## config.mk

```make
export PLATFORM = sky130hd
export DESIGN_NAME = vx_wb_arbiter
export DESIGN_NICKNAME = d
export VERILOG_FILES = /design/src/rtl/vx_wb_arbiter.sv
export SDC_FILE = /design/constraint.sdc
export NUM_CORES = 1
export LEC_CHECK = 0
export ABC_AREA = 1
export CAP_MARGIN = 20
export CORE_AREA = 2 2 439 441
export DETAILED_ROUTE_END_ITERATION = 8
export DIE_AREA = 0 0 441 443
export PLACE_DENSITY = 0.3
export SKIP_LAST_GASP = 1
export SLEW_MARGIN = 10
export SYNTH_ARGS = -nofsm -noshare
export SYNTH_HDL_FRONTEND = slang
export SYNTH_SLANG_ARGS = --single-unit
```

## constraint.sdc

```tcl
create_clock -name clk -period 3.7 [get_ports clk]
set_input_delay 0.37 -clock clk [delete_from_list [all_inputs] [get_ports clk]]
set_output_delay 0.37 -clock clk [all_outputs]
set_load 0.01 [all_outputs]
```

## src/rtl/vx_wb_arbiter.sv

```systemverilog
// Writeback arbiter: round-robin selection across execution-unit result streams with
// multi-beat packet locking, feeding one registered writeback beat per cycle.
module vx_wb_arbiter #(
    parameter int unsigned  NUM_INPUTS  = 4,
    parameter int unsigned  NUM_THREADS = 4,
    parameter int unsigned  XLEN        = 32,
    parameter int unsigned  NW_BITS     = 2,
    parameter int unsigned  NR_BITS     = 6,
    parameter int unsigned  UUID_WIDTH  = 44,
    localparam int unsigned DATAW = UUID_WIDTH + NW_BITS + NUM_THREADS + 32 + 1 + NR_BITS
                                    + NUM_THREADS * XLEN + 2
) (
    input  logic                          clk,
    input  logic                          reset,
    input  logic [NUM_INPUTS-1:0]         in_valid,
    input  logic [NUM_INPUTS*DATAW-1:0]   in_data,
    output logic [NUM_INPUTS-1:0]         in_ready,
    output logic                          wb_valid,
    output logic [UUID_WIDTH-1:0]         wb_uuid,
    output logic [NW_BITS-1:0]            wb_wid,
    output logic [NUM_THREADS-1:0]        wb_tmask,
    output logic [31:0]                   wb_PC,
    output logic [NR_BITS-1:0]            wb_rd,
    output logic [NUM_THREADS*XLEN-1:0]   wb_data,
    output logic                          wb_sop,
    output logic                          wb_eop,
    output logic [31:0]                   perf_stalls
);

    localparam int unsigned IDX_W     = (NUM_INPUTS > 1) ? $clog2(NUM_INPUTS) : 1;
    localparam int unsigned LANEW     = NUM_THREADS * XLEN;
    localparam int unsigned EOP_POS   = 0;
    localparam int unsigned SOP_POS   = 1;
    localparam int unsigned DATA_LSB  = 2;
    localparam int unsigned RD_LSB    = DATA_LSB + LANEW;
    localparam int unsigned WB_POS    = RD_LSB + NR_BITS;
    localparam int unsigned PC_LSB    = WB_POS + 1;
    localparam int unsigned TMASK_LSB = PC_LSB + 32;
    localparam int unsigned WID_LSB   = TMASK_LSB + NUM_THREADS;
    localparam int unsigned UUID_LSB  = WID_LSB + NW_BITS;

    logic                    lock_q,       lock_d;
    logic [IDX_W-1:0]        lock_idx_q,   lock_idx_d;
    logic [NW_BITS-1:0]      lock_wid_q,   lock_wid_d;
    logic [IDX_W-1:0]        last_grant_q, last_grant_d;
    logic                    wb_valid_q,   wb_valid_d;
    logic [UUID_WIDTH-1:0]   wb_uuid_q,    wb_uuid_d;
    logic [NW_BITS-1:0]      wb_wid_q,     wb_wid_d;
    logic [NUM_THREADS-1:0]  wb_tmask_q,   wb_tmask_d;
    logic [31:0]             wb_pc_q,      wb_pc_d;
    logic [NR_BITS-1:0]      wb_rd_q,      wb_rd_d;
    logic [LANEW-1:0]        wb_data_q,    wb_data_d;
    logic                    wb_sop_q,     wb_sop_d;
    logic                    wb_eop_q,     wb_eop_d;
    logic [31:0]             perf_q,       perf_d;

    logic [NUM_INPUTS-1:0]   grant_c;
    logic [IDX_W-1:0]        grant_idx_c;
    logic                    accept_c;
    logic                    found_c;
    int unsigned             idx_c;
    logic [DATAW-1:0]        sel_beat_c;
    logic                    stall_c;

    // Grant: locked stream only, otherwise first valid input from last_grant+1 with wrap
    always_comb begin
        grant_c     = '0;
        grant_idx_c = '0;
        found_c     = 1'b0;
        idx_c       = 0;
        if (lock_q) begin
            if (in_valid[lock_idx_q]) begin
                grant_c[lock_idx_q] = 1'b1;
                grant_idx_c         = lock_idx_q;
            end
        end else begin
            for (int unsigned k = 0; k < NUM_INPUTS; k++) begin
                idx_c = (32'(last_grant_q) + 32'd1 + k) % NUM_INPUTS;
                if (!found_c && in_valid[idx_c]) begin
                    found_c        = 1'b1;
                    grant_c[idx_c] = 1'b1;
                    grant_idx_c    = IDX_W'(idx_c);
                end
            end
        end
        if (reset) begin
            grant_c     = '0;
            grant_idx_c = '0;
        end
    end

    assign accept_c   = |grant_c;
    assign sel_beat_c = in_data[32'(grant_idx_c) * DATAW +: DATAW];
    assign stall_c    = |(in_valid & ~grant_c);

    // Next-state: lock tracking, RR pointer, writeback register load, stall counter
    always_comb begin
        lock_d       = lock_q;
        lock_idx_d   = lock_idx_q;
        lock_wid_d   = lock_wid_q;
        last_grant_d = last_grant_q;
        wb_valid_d   = 1'b0;
        wb_uuid_d    = wb_uuid_q;
        wb_wid_d     = wb_wid_q;
        wb_tmask_d   = wb_tmask_q;
        wb_pc_d      = wb_pc_q;
        wb_rd_d      = wb_rd_q;
        wb_data_d    = wb_data_q;
        wb_sop_d     = wb_sop_q;
        wb_eop_d     = wb_eop_q;
        perf_d       = perf_q + 32'(stall_c);
        if (accept_c) begin
            last_grant_d = grant_idx_c;
            if (sel_beat_c[EOP_POS]) begin
                lock_d = 1'b0;
            end else begin
                lock_d     = 1'b1;
                lock_idx_d = grant_idx_c;
                lock_wid_d = sel_beat_c[WID_LSB +: NW_BITS];
            end
            if (sel_beat_c[WB_POS]) begin
                wb_valid_d = 1'b1;
                wb_uuid_d  = sel_beat_c[UUID_LSB +: UUID_WIDTH];
                wb_wid_d   = sel_beat_c[WID_LSB +: NW_BITS];
                wb_tmask_d = sel_beat_c[TMASK_LSB +: NUM_THREADS];
                wb_pc_d    = sel_beat_c[PC_LSB +: 32];
                wb_rd_d    = sel_beat_c[RD_LSB +: NR_BITS];
                wb_data_d  = sel_beat_c[DATA_LSB +: LANEW];
                wb_sop_d   = sel_beat_c[SOP_POS];
                wb_eop_d   = sel_beat_c[EOP_POS];
            end
        end
    end

    always_ff @(posedge clk) begin
        if (reset) begin
            lock_q       <= 1'b0;
            lock_idx_q   <= '0;
            lock_wid_q   <= '0;
            last_grant_q <= IDX_W'(NUM_INPUTS - 1);
            wb_valid_q   <= 1'b0;
            wb_uuid_q    <= '0;
            wb_wid_q     <= '0;
            wb_tmask_q   <= '0;
            wb_pc_q      <= '0;
            wb_rd_q      <= '0;
            wb_data_q    <= '0;
            wb_sop_q     <= 1'b0;
            wb_eop_q     <= 1'b0;
            perf_q       <= '0;
        end else begin
            lock_q       <= lock_d;
            lock_idx_q   <= lock_idx_d;
            lock_wid_q   <= lock_wid_d;
            last_grant_q <= last_grant_d;
            wb_valid_q   <= wb_valid_d;
            wb_uuid_q    <= wb_uuid_d;
            wb_wid_q     <= wb_wid_d;
            wb_tmask_q   <= wb_tmask_d;
            wb_pc_q      <= wb_pc_d;
            wb_rd_q      <= wb_rd_d;
            wb_data_q    <= wb_data_d;
            wb_sop_q     <= wb_sop_d;
            wb_eop_q     <= wb_eop_d;
            perf_q       <= perf_d;
        end
    end

    // A locked packet must keep the warp id it started with
    always_ff @(posedge clk) begin
        if (!reset && lock_q && accept_c) begin
            assert (sel_beat_c[WID_LSB +: NW_BITS] == lock_wid_q);
        end
    end

    assign in_ready    = grant_c;
    assign wb_valid    = wb_valid_q;
    assign wb_uuid     = wb_uuid_q;
    assign wb_wid      = wb_wid_q;
    assign wb_tmask    = wb_tmask_q;
    assign wb_PC       = wb_pc_q;
    assign wb_rd       = wb_rd_q;
    assign wb_data     = wb_data_q;
    assign wb_sop      = wb_sop_q;
    assign wb_eop      = wb_eop_q;
    assign perf_stalls = perf_q;

endmodule

```

Word-level counts from Yosys, hierarchy flattened

Index checks and enable logic that the tools add are counted.

Divide/modulo/power cells: 0
Bitwise gates (word level): 7
Magnitude comparators: 10
$add $sub $neg: 5
Equality and inequality tests: 0
Shift operators: 1
Reductions and logical operators: 16
Multiplexer cells: 45
$mul: 1

Operators with widths:

| cell                 | number |
|---|---|
| $shiftx 876x11->219  | 1 |
| $mux 4               | 10 |
| $add 32x1->32        | 1 |
| $mux 1               | 18 |
| $lt 2x3->1 const B   | 5 |
| $mux 2               | 7 |
| $or 4x4->4           | 3 |
| $bmux 1 s2           | 5 |
| $demux 1 s2          | 5 |
| $ge 2x1->1 const B   | 5 |
| $mul 2x8->10 const B | 1 |
| $logic_and 1x1->1    | 8 |
| $reduce_or 4->1      | 2 |
| $add 2x1->2 const B  | 2 |
| $add 2x2->2 const B  | 2 |
| $and 4x4->4          | 1 |
| $not 4->4            | 1 |
| $reduce_and 2->1     | 2 |
| $logic_not 1->1      | 3 |
| $not 1->1            | 2 |
| $reduce_or 2->1      | 1 |

Memory bits (read-only): 0
RAM bits: 0
Register bits after elaboration: 256
Word-level logic and storage cells: 98
Memories kept: 0
Output and inout bits: 255
Bits in latches: 0
Input port bits: 882

Logic depth before layout (Yosys ltp)

Word-level depth: 22
Mapped depth: 31
Depth with buffers taken out: 30

Worst setup path before layout

No wires, ideal clock.

Path type: register to register
Start point: reg last_grant_q[0]
End point: reg perf_q[22] (netlist: perf_stalls[22])
Library setup time: 0.127 ns
Cell stages (with the launch flop): 29
Setup slack: -0.059 ns
Path buffers: 1
Data arrival time: 3.632 ns
Path through: dfxtp_1 -> buf_6 -> inv_6 -> ha_1 -> inv_1 -> nand3_2 -> nand2_4 -> nor2_1 -> nand2_1 -> nand2_1 -> nand3b_1 -> nand2_1 -> inv_1 -> o22ai_1 -> a21oi_1 -> nand2_1 -> ha_1 -> ha_1 -> nand2_1 -> inv_1 -> nand2_1 -> nor2_1 -> nand2_1 -> nor4_1 -> nand3_1 -> nor2_1 -> nand3_1 -> nor3_1 -> a21oi_1

Cells in the longest elaborated chain, start to end: 22

Ends and longest elaborated chain:

| what                                                | RTL line | RTL |
|---|---|---|
| from (decl)                                         | 45       | `logic [IDX_W-1:0] last_grant_q, last_grant_d;` |
| from (signal assigned)                              | 140      | `last_grant_q <= IDX_W'(NUM_INPUTS - 1);` |
| from (signal assigned)                              | 155      | `last_grant_q <= last_grant_d;` |
| $add 2x1->2 (*)                                     | 78       | `idx_c = (32'(last_grant_q) + 32'd1 + k) % NUM_INPUTS;` |
| branches (longest 14 deep; another with $lt 2x3->1) | n/a      |  |
| $mux 4 (*)                                          | 79       | `if (!found_c && in_valid[idx_c]) begin` |
| $mux 4 (*)                                          | 71       | `if (lock_q) begin` |
| $mux 4 (*)                                          | 86       | `if (reset) begin` |
| net in_ready[0]                                     | 17       | `output logic [NUM_INPUTS-1:0] in_ready,` |
| $not 4->4 (*)                                       | 94       | `assign stall_c = \|(in_valid & ~grant_c);` |
| $and 4x4->4 (*)                                     | 94       |  |
| $reduce_or 4->1 (*)                                 | 94       |  |
| $add 32x1->32 (*)                                   | 111      | `perf_d = perf_q + 32'(stall_c);` |
| to (signal assigned)                                | 165      | `perf_q <= perf_d;` |
| to (decl)                                           | 55       | `logic [31:0] perf_q, perf_d;` |

Mark *: on every way through the listed nets, which the timed path passes. The select of a mux whose other input is x is not followed.
A chain may end at the register's enable or synchronous reset.

Final worst setup path

Start point: reg last_grant_q[1]
End point: reg perf_q[31] (netlist: perf_stalls[31])

Cells in the longest elaborated chain, start to end: 22

Ends and longest elaborated chain:

| what                                                | RTL line |
|---|---|
| $add 2x1->2 (*)                                     | 78 |
| branches (longest 14 deep; another with $lt 2x3->1) | n/a |
| $mux 4 (*)                                          | 79 |
| $mux 4 (*)                                          | 71 |
| $mux 4 (*)                                          | 86 |
| $not 4->4 (*)                                       | 94 |
| $and 4x4->4 (*)                                     | 94 |
| $reduce_or 4->1 (*)                                 | 94 |
| $add 32x1->32 (*)                                   | 111 |

Mark *: on every way between the ends. The select of a mux whose other input is x is not followed.

==> results.sh <==
export IMPL_synth_cell_types=41
export IMPL_skew_ns=0.0213
export IMPL_status="completed"
export IMPL_rsz0062_at_grt="true"
export IMPL_seqPwrFrac_pct=14.1
export IMPL_syn_area_mm2=0.0192
export IMPL_synthAdderAreaFrac_pct=0.457
export IMPL_cts_root_buffer="clkbuf_16"
export IMPL_gr_total_overflow=0
export IMPL_fin_ws_ns=0.238
export IMPL_fmax_mhz=289
export IMPL_path_class="reg2reg"
export IMPL_switchingPower_w=0.0149
export IMPL_io_pins=1137
export IMPL_worstMarginPinSlew_ns=0.976
export IMPL_areaGrowthSynthToFinish_pct=88.6
export IMPL_p_leak_nw=16.7
export IMPL_cts_sinks=256
export IMPL_holdCritPathClass="in2reg"
export IMPL_cts_made_buffers=44
export IMPL_synthSimpleGateAreaFrac_pct=31.0
export IMPL_synth_edf_count=0
export IMPL_grt_pass1_vias=24332
export IMPL_synthMuxAreaShare_pct=0
export IMPL_synth_compound_area_share_pct=21.5
export IMPL_ys_warn_count=0
export IMPL_clk_latency_ns=0.62
export IMPL_synth_xor_area_share_pct=0.137
export IMPL_cp_arrival_ns=3.98
export IMPL_syn_inst=3431
export IMPL_drive_gt1_share_pct=7.05
export IMPL_finalCriticalPeriod_ns=3.46
export IMPL_clock_path_buffers=3
export IMPL_p_per_area_mw_per_mm2=802
export IMPL_cp_end_kind="flip-flop"
export IMPL_place_hpwl_um=131000
export IMPL_synthArstFlopShare_pct=0
export IMPL_pwr_share_clk_pct=15.1
export IMPL_cts_tree="yes"
export IMPL_relSlewSlack_pct=34.9
export IMPL_die_area_mm2=0.195
export IMPL_clkTransAtPathRegs_ns=0.06
export IMPL_critPathRequiredTime_ns=4.22
export IMPL_yosysSeqAreaShare_pct=26.8
export IMPL_wl_um=155000
export IMPL_wl_per_cell_um=21.7
export IMPL_cap_violations=0
export IMPL_final_hold_viol_count=0
export IMPL_core_area_mm2=0.191
export IMPL_fp_dieH_um=443
export IMPL_layout_nets=5465
export IMPL_drc=0
export IMPL_synthesis_nets=4320
export IMPL_via_count=25001
export IMPL_grt_use_total_pct=15.3
export IMPL_p_int_w=0.0141
export IMPL_avgSynthCellArea_um2=5.58
export IMPL_grt_pass1_wl_um=205000
export IMPL_ir_worst_vdd_v=0.000407
export IMPL_synth_top_family_by_area="simple AND/OR/NAND/NOR gates"
export IMPL_swShare_pct=51.4
export IMPL_ys_flop_type="dfxtp_1"
export IMPL_place_ws_ns=-0.488
export IMPL_cts_hold_fix_buffers=0
export IMPL_dr_pass1_iters=5
export IMPL_holdWs_ns=0.475
export IMPL_synth_seq_cells=256
export IMPL_p_comb_share_pct=70.8
export IMPL_drv_slew=0
export IMPL_num_rows=161
export IMPL_numPortBuffers=1136
export IMPL_finalSetupViolations=0
export IMPL_antenna_found_initial=77
export IMPL_ant_nets=0
export IMPL_crit_fanout=5
export IMPL_gp_congestion=0.884
export IMPL_floorplan_initialDensity_pct=10.0
export IMPL_avgViaCountPerCell=3.49
export IMPL_grt_max_degree=152
export IMPL_cts_htree_levels=2
export IMPL_drt_iter0_drc=1433
export IMPL_startpoint_type="flip-flop"
export IMPL_min_period_over_period_pct=93.6
export IMPL_die_width_um=441
==> sequential cells by signal (all words and copies together), names as in the netlist <==
signal	cells
last_grant_q	2
lock_idx_q	2
lock_q	1
perf_stalls	32
wb_PC	32
wb_data	128
wb_eop	1
wb_rd	6
wb_sop	1
wb_tmask	4
wb_uuid	44
wb_valid	1
wb_wid	2
==> cells by family after synthesis <==
group	after synthesis
buffers and inverters	939
adder cells (fa/ha/maj)	7
XOR/XNOR	3
AND/OR/NAND/NOR	1518
flip-flops	256
AO/OA/AOI/OAI	708
==> synth_stat cells (all sizes together) (4+ instances only) <==
| cell | instances | area [um2] |
|---|---|---|
| nand3b | 4 | 30.0 |
| clkbuf | 92 | 345 |
| nand2 | 962 | 3640 |
| nand3 | 41 | 240 |
| ha | 7 | 87.6 |
| nor3 | 17 | 90.1 |
| o21ai | 234 | 1170 |
| o21a | 4 | 30.0 |
| nor2 | 472 | 1790 |
| nand4 | 13 | 87.6 |
| inv | 715 | 2690 |
| o211ai | 217 | 1630 |
| dfxtp | 256 | 5120 |
| nor3b | 4 | 30.0 |
| buf | 132 | 825 |
| a21oi | 245 | 1230 |
==> cell type report <==
class / instances / area, um2
fillers: 22001 / 155000
clock buffers: 60 / 1240
repair buffers: 1323 / 13200
multi-input cells: 2236 / 10400
flip-flops and latches: 256 / 5130
inverters: 715 / 2700
clock inverters: 19 / 211
well taps: 2526 / 3160
diodes: 25 / 62.6
==> layout by cell type (no fill, tap or decap), types with 4 or more instances in the layout <==
master | synthesis | layout
clkinvlp_4 | 0 | 5
nor2_1 | 471 | 460
clkbuf_16 | 0 | 45
dfxtp_1 | 256 | 255
buf_12 | 0 | 32
o21ai_0 | 233 | 228
clkdlybuf4s50_1 | 0 | 1136
nor2_4 | 0 | 4
nor3_1 | 16 | 14
inv_1 | 712 | 705
nand4_1 | 12 | 12
nand3_1 | 37 | 32
clkinv_2 | 0 | 9
buf_4 | 33 | 153
inv_2 | 2 | 7
nor2_2 | 0 | 7
o21a_1 | 4 | 4
nand2_2 | 7 | 13
bufinv_16 | 0 | 4
nand3b_1 | 4 | 4
ha_4 | 0 | 6
o21ai_1 | 1 | 6
a21oi_1 | 244 | 242
clkbuf_1 | 92 | 9
nand2_1 | 954 | 946
nand3_2 | 2 | 6
clkbuf_8 | 0 | 6
diode_2 | 0 | 25
o211ai_1 | 217 | 217
==> repair_timing <==
action                                  in CTS  in global routing
pin swaps                                    8                 20
endpoints found under the setup margin      17                 20
gates resized for setup                     24                 44
endpoints found under the hold margin        0                  0
buffers inserted                             1                  6
cloned                                       0                  0
==> metal layers <==
metal	global-route usage (%)	up-vias	wire (um)
met5	0	-	164
met4	3.31	26	2780
met3	4.73	144	11500
met2	25.7	672	74400
met1	18.9	11319	66500
li1	-	12840	-
==> power by group through the flow <==
stage	clock network, W	logic, W	registers, W
final	0.00438	0.0205	0.00408
after global routing	0.00468	0.0230	0.00418
after CTS	0.00464	0.0210	0.00409
after detailed placement	0	0.0209	0.00413
after global placement	0	0.0209	0.00412
after floorplan	0	0.0112	0.00432
==> stage by stage <==
step / util, % / total power (W) / instance area [um2] / setup TNS, ns / std cells
floorplan: - / 0.0155 / 19200 / 0 / 3431
global placement: 17.9 / 0.0250 / 34300 / -5.53 / 7049
detailed placement: 17.9 / 0.0250 / 34300 / -5.33 / 7049
CTS: 18.7 / 0.0297 / 35800 / 0 / 7129
global route: 18.9 / 0.0319 / 36100 / -0.0166 / 7148
finish: 18.9 / 0.0290 / 36100 / 0 / 7160
==> worst max-delay path: stages, from the launching register on <==
cell      delay [ns]
dfxtp_1         0.33
inv_2           0.08
ha_4            0.30
nand3_1         0.12
nand2_4         0.13
buf_6           0.14
nor3_2          0.06
nand2_1         0.06
nand3b_1        0.12
nand2_2         0.10
inv_2           0.04
o22ai_2         0.18
a21oi_2         0.05
nand2_2         0.08
ha_4            0.16
and3_1          0.19
nand3_1         0.12
nor2_2          0.15
nand2_1         0.09
nor2_2          0.12
nand4_1         0.15
or2_4           0.28
nor2_2          0.11
a21oi_1         0.07
o21a_1          0.10
==> worst paths after layout <==
path                                                   end                    startpoint  slack [ns]  depth (start not counted)
worst max-delay path            perf_stalls[31]$_SDFF_PP0_  last_grant_q[1]$_SDFFE_PP1N_        0.24                         24
worst min-delay path             wb_data[124]$_SDFFE_PP0P_                  in_data[783]        0.47                          5
worst max register to register  perf_stalls[31]$_SDFF_PP0_  last_grant_q[1]$_SDFFE_PP1N_        0.24                         24
worst min register to register  perf_stalls[31]$_SDFF_PP0_    perf_stalls[31]$_SDFF_PP0_        0.49                          1
(Power assumes the default switching activity.)
